[config.mk]
export PLATFORM = sky130hd
export DESIGN_NAME = pipe_ctrl
export DESIGN_NICKNAME = d
export VERILOG_FILES = /design/src/rtl/pipe_ctrl.sv
export SDC_FILE = /design/constraint.sdc
export NUM_CORES = 1
export LEC_CHECK = 0
export BUFFER_PORTS_ARGS = -buffer_cell sky130_fd_sc_hd__buf_2
export CAP_MARGIN = 20
export CORE_UTILIZATION = 45
export DETAILED_ROUTE_END_ITERATION = 6
export PLACE_DENSITY = 0.71
export SYNTH_ARGS = -nofsm -noshare
export SYNTH_HDL_FRONTEND = slang
export SYNTH_SLANG_ARGS = --single-unit
[constraint.sdc]
create_clock -name clk -period 2.8 [get_ports clk]
set_clock_uncertainty 0.1 [all_clocks]
set_input_delay 0.42 -clock clk [delete_from_list [all_inputs] [get_ports clk]]
set_output_delay 0.42 -clock clk [all_outputs]
set_load 0.02 [all_outputs]
[src/rtl/pipe_ctrl.sv]
// Pipeline stall arbiter with multi-cycle EX unit handshake, timeout watchdog
// and a saturating stall-cycle performance counter.
module pipe_ctrl #(
  parameter int unsigned TIMEOUT = 64,
  parameter int unsigned CNT_W   = 32
) (
  input  logic             clk,
  input  logic             rst,
  input  logic             stallreq_id,
  input  logic             ex_mc_req,
  input  logic             ex_mc_done,
  input  logic             mem_req,
  input  logic             mem_ack,
  input  logic             perf_clr,
  output logic [5:0]       stall,
  output logic             mc_start,
  output logic             mc_abort,
  output logic             mc_hold,
  output logic             mc_timeout,
  output logic [CNT_W-1:0] stall_cycles
);

  localparam int unsigned WaitW = $clog2(TIMEOUT);

  typedef enum logic [1:0] {StIdle, StExWait, StHold} state_e;

  state_e             state_q, state_d;
  logic [WaitW-1:0]   wait_q, wait_d;
  logic [CNT_W-1:0]   cnt_q;
  logic               timeout_q;
  logic               mem_stall, ex_stall, timeout_hit;

  assign mem_stall   = mem_req & ~mem_ack;
  assign timeout_hit = (wait_q == WaitW'(TIMEOUT - 1));

  always_comb begin
    state_d  = state_q;
    wait_d   = wait_q;
    ex_stall = 1'b0;
    mc_start = 1'b0;
    mc_abort = 1'b0;
    mc_hold  = 1'b0;
    case (state_q)
      StIdle: begin
        ex_stall = ex_mc_req;
        if (ex_mc_req) begin
          mc_start = 1'b1;
          wait_d   = '0;
          state_d  = StExWait;
        end
      end
      StExWait: begin
        ex_stall = ~ex_mc_done;
        wait_d   = wait_q + 1'b1;
        // Done takes precedence over a coincident timeout.
        if (ex_mc_done) begin
          state_d = mem_stall ? StHold : StIdle;
        end else if (timeout_hit) begin
          mc_abort = 1'b1;
          state_d  = StIdle;
        end
      end
      StHold: begin
        mc_hold = 1'b1;
        if (!mem_stall) state_d = StIdle;
      end
      default: state_d = StIdle;
    endcase
    // Outputs are forced quiet while reset is held.
    if (rst) begin
      ex_stall = 1'b0;
      mc_start = 1'b0;
      mc_abort = 1'b0;
      mc_hold  = 1'b0;
    end
  end

  always_comb begin
    stall = 6'b000000;
    if (rst)              stall = 6'b000000;
    else if (mem_stall)   stall = 6'b011111;
    else if (ex_stall)    stall = 6'b001111;
    else if (stallreq_id) stall = 6'b000111;
  end

  always_ff @(posedge clk or posedge rst) begin
    if (rst) begin
      state_q   <= StIdle;
      wait_q    <= '0;
      timeout_q <= 1'b0;
      cnt_q     <= '0;
    end else begin
      state_q   <= state_d;
      wait_q    <= wait_d;
      timeout_q <= timeout_q | mc_abort;
      if (perf_clr) begin
        cnt_q <= '0;
      end else if (stall[0] && (cnt_q != {CNT_W{1'b1}})) begin
        cnt_q <= cnt_q + 1'b1;
      end
    end
  end

  assign mc_timeout   = timeout_q;
  assign stall_cycles = cnt_q;

endmodule

==> results by stage <==
Drt:
- The length of the first detailed-routing pass in iterations is 4.
- In the final routed layout, each cell accounts on average for 13.6 um.
- In the routed design, unresolved DRC markers number 0.
- The routed layout has 2023 vias.
- The first-iteration detailed-routing DRC count is approximately 130.
- After detailed routing, the total wire length is ~5000 um.
- The post-detailed-route via-to-cell ratio is 5.48.
- The number of nets still failing antenna checks after routing is 0.

Clocking:
- The clock latency reported for the late side of the worst-skew pair is roughly 0.3 ns.
- In this run the deepest clock path goes through 2 buffers.
- The library cell used as clock root buffer is sky130_fd_sc_hd__clkbuf_8.
- The number of gates given a new drive strength after cts is 0.
- The number of buffers inserted by post-CTS setup repair is 0.
- The TritonCTS clock tree is yes.
- The number of buffers inserted by hold repair at cts is 0.
- The total number of clock tree sinks is 41.
- The number of clock buffers inserted by TritonCTS is 5.
- CTS built an H-tree with a depth of 2.
- The clock-pin slew on the worst setup and hold paths is approximately 0.080 ns.

Die:
- For this configuration, the core starts out at a cell density of roughly half.
- The number of top-level pins is 50.
- The floorplan step set the die width to 74.0 um.
- The floorplan step defined a die boundary enclosing around 5500 sq um.
- In this run the vertical extent of the chip is about 74 um.
- The count of standard-cell rows is 25.
- The floorplan core area is between 4000 and 5000 sq um.

Timing:
- Setup violations remaining at the end of the flow were counted as 0.
- At the pin with the least slew margin, the transition time is between 0.7 and 0.8 ns.
- The final critical delay including setup and external delays is about 2.5 ns.
- Summed over all failing endpoints, the final setup total negative slack is 0 ns.
- Setup repair after global routing left no endpoint under its margin.
- The headroom to the max-slew limit is between 40% and 50%.
- The final hold violation count came to 0.
- The number of max-slew violations in the final report is 0.
- The worst path uses approximately nine tenths of the clock period.
- The maximum clock frequency is approximately 400 MHz.

Critical path:
- For this run, the slowest stage of the critical path takes around 0.64 ns.
- The critical path is of the reg -> out type.
- The worst setup path is captured at a primary output.
- The count of buffering cells on the critical path with inverters included is 2.
- The critical path goes through nand2b_4 -> a21oi_4 -> o31ai_2 -> inv_1 -> buf_2.
- The data arrival time of the critical path is 1.98 ns.
- The total stage count of the critical path is 5.
- The startpoint kind of the worst setup timing path is a register.
- The largest delay contributor family on the critical path is compound AO/OA/AOI/OAI gates.
- The worst register-to-register path has a depth of 6.
- In this run the worst path has a maximum fanout of 12.
- Data on the critical path is required at its endpoint by 2.28 ns.
- The critical-path cell with the highest stage delay is sky130_fd_sc_hd__o31ai_2.

Logic synthesis:
- The mean instance size in the synthesized netlist is a little over 9 sq um.
- The gate count after technology mapping is around 250.
- The post-synthesis register bit count is just over 40.
- The total of warnings raised by yosys is 0.
- After synthesis, the netlist uses 46 different library cells.
- The cell area after synthesis is between 2000 and 2500 sq um.
- The synthesized netlist net count is 264.
- The part of the Yosys area used for sequential elements is around 44%.

Power and ir drop:
- The worst ir drop on vdd is between 200 and 300 uV.
- The design draws approximately 1.4 mW.
- Dividing total power by cell area gives a power density of ~500 nW/um^2.
- The leakage power of the design is 1.21 nW.

Global routing:
- After global routing the overflow that remains totals 0.
- The met2 track demand over resource is about 34%.
- Global routing consumed, on the met1 layer, approximately 28% of the routing resources.
- The number of antenna violations at the first check in global routing is 0.
- The met3 layer usage reported by global route is 5.15%.
- The most heavily used metal layer in global routing is met2.
- The via count of the first global-routing pass came to approximately 1900.
- Entering global routing, the biggest net connects 35 pins.
- The first-pass GRT wire length is between 8000 and 9000 um.
- The aggregate global-route resource usage is 21.0%.

Layout:
- The layout has 442 filler cells.
- Across the whole layout, storage elements account for about 1000 sq um.
- The final-stage net count is between 300 and 400.
- Of the cells placed in the final design, the portion with a size suffix greater than 1 is about a quarter.
- The area occupied by multi-input gates is 1210 sq um.
- The area growth from synthesis to layout is 17.9%.
- The number of antenna diodes in the final layout is 0.

Place:
- The number of port buffers is 48.
- The half-perimeter wire length after placement is roughly 3700 um.
- The final RePlAce weighted congestion is approximately 0.84.

Outcome:
- The run finished with clean final reports.

Min path:
- The path type of the worst min-delay path is in -> async.

Job:
- The max-capacitance violation count is 0.
[report_power, final]
part	internal, mW	switching (mW)	total [mW]
Sequential	0.619	0.0319	0.651
Clock	0.354	0.215	0.569
Combinational	0.0614	0.0956	0.157
[metal layers]
layer / vias up / routed length, um
li1: 999 / -
met1: 974 / 2380
met2: 44 / 2400
met3: 6 / 200
met4: 0 / 54
met5: - / 0
[stage by stage]
step,utilization (%),std cells,setup WS [ns],instance area [sq um],hold WS (ns)
after floorplan,-,254,0.260,2330,0.320
after global placement,53.9,361,0.567,2610,0.351
after detailed placement,53.9,361,0.523,2610,0.357
after CTS,56.7,369,0.272,2750,0.134
after global routing,56.7,369,0.0152,2750,0.153
final,56.7,369,0.295,2750,0.136
[cell families (layout without fill, tap and decap cells)]
family                   Yosys count  in the layout  synth area share, %
AND/OR/NAND/NOR                  133            133                 32.1
flip-flops                        41             41                 44.0
AO/OA/AOI/OAI                     34             34                 8.86
XOR/XNOR                          19             19                 7.14
buffers and inverters             18             66                 4.03
multiplexers                       6              6                 2.63
adder cells (fa/ha/maj)            2              2                 1.07
other                              1              1                0.161
[sequential cells by signal (all words and copies together) (netlist names)]
| name | flops |
|---|---|
| state_q | 2 |
| wait_q | 6 |
| stall_cycles | 32 |
| mc_timeout | 1 |
[synthesized netlist by cell type (all sizes together)]
cell	n	area share [%]
ha	2	1.1
and2	1	0.38
nor2	37	6.0
nand3	13	3.0
a21o	1	0.32
inv	7	1.1
dfrtp	41	44
nor3b	1	0.32
a21oi	13	3.3
nor2b	4	1.1
or3	10	2.9
and3	5	1.3
o21bai	1	0.32
nand2b	5	1.8
nor4	14	4.0
nor4b	3	1.1
or4	3	0.97
o21ai	14	3.0
or2	3	0.81
nand3b	1	0.32
xnor2	17	6.4
o311ai	1	0.38
or2b	1	0.32
o31ai	3	1.2
mux2i	5	2.1
nor3	4	0.86
mux2	1	0.48
a22o	1	0.38
clkbuf	6	0.97
xor2	2	0.75
nand4	10	3.6
buf	5	1.9
and4	2	0.75
nand2	16	2.6
conb	1	0.16
[worst reg2reg max path: stages, from the launching register on]
cell,delay [ns]
sky130_fd_sc_hd__dfrtp_1,0.45
sky130_fd_sc_hd__nand2b_4,0.18
sky130_fd_sc_hd__a21oi_4,0.07
sky130_fd_sc_hd__o31ai_2,0.64
sky130_fd_sc_hd__nor3_1,0.16
sky130_fd_sc_hd__nand4_1,0.14
sky130_fd_sc_hd__mux2_2,0.34
[final timing paths]
path	startpoint	endpoint	slack, ns
worst max-delay path	state_q[0]$_DFFE_PP0P_	stall[2]	0.30
worst min-delay path	rst	state_q[0]$_DFFE_PP0P_	0.14
worst max register to register	state_q[0]$_DFFE_PP0P_	stall_cycles[11]$_DFFE_PP0P_	0.61
worst min register to register	mc_timeout$_DFF_PP0_	mc_timeout$_DFF_PP0_	0.38
max in group asynchronous	rst	stall_cycles[29]$_DFFE_PP0P_	2.18
min in group clk	ex_mc_done	state_q[1]$_DFFE_PP0P_	0.30
[cells in the final DEF, fill, tap and decap left out, types with 3 or more instances in the layout]
| cell | count |
|---|---|
| sky130_fd_sc_hd__a21oi_1 | 12 |
| sky130_fd_sc_hd__inv_1 | 6 |
| sky130_fd_sc_hd__o21ai_0 | 14 |
| sky130_fd_sc_hd__nand2_1 | 16 |
| sky130_fd_sc_hd__clkbuf_8 | 5 |
| sky130_fd_sc_hd__and3_1 | 5 |
| sky130_fd_sc_hd__nor4_1 | 13 |
| sky130_fd_sc_hd__xnor2_1 | 17 |
| sky130_fd_sc_hd__nor3_1 | 4 |
| sky130_fd_sc_hd__or4_1 | 3 |
| sky130_fd_sc_hd__nand3_1 | 12 |
| sky130_fd_sc_hd__nand4_1 | 8 |
| sky130_fd_sc_hd__dfrtp_1 | 41 |
| sky130_fd_sc_hd__nor2_1 | 37 |
| sky130_fd_sc_hd__buf_4 | 3 |
| sky130_fd_sc_hd__mux2i_1 | 5 |
| sky130_fd_sc_hd__nor2b_1 | 4 |
| sky130_fd_sc_hd__nand2b_1 | 3 |
| sky130_fd_sc_hd__or3_1 | 9 |
| sky130_fd_sc_hd__buf_2 | 48 |
| sky130_fd_sc_hd__nor4b_1 | 3 |
[area by class of cell]
cell class	instances	area share (%)
multi-input cells	195	44.1
clock buffers	5	2.50
repair buffers	51	9.56
clock inverters	3	2.37
flip-flops and latches	41	37.3
well taps	67	3.05
inverters	7	1.09
Note: power is estimated with default switching activity, not from simulation.
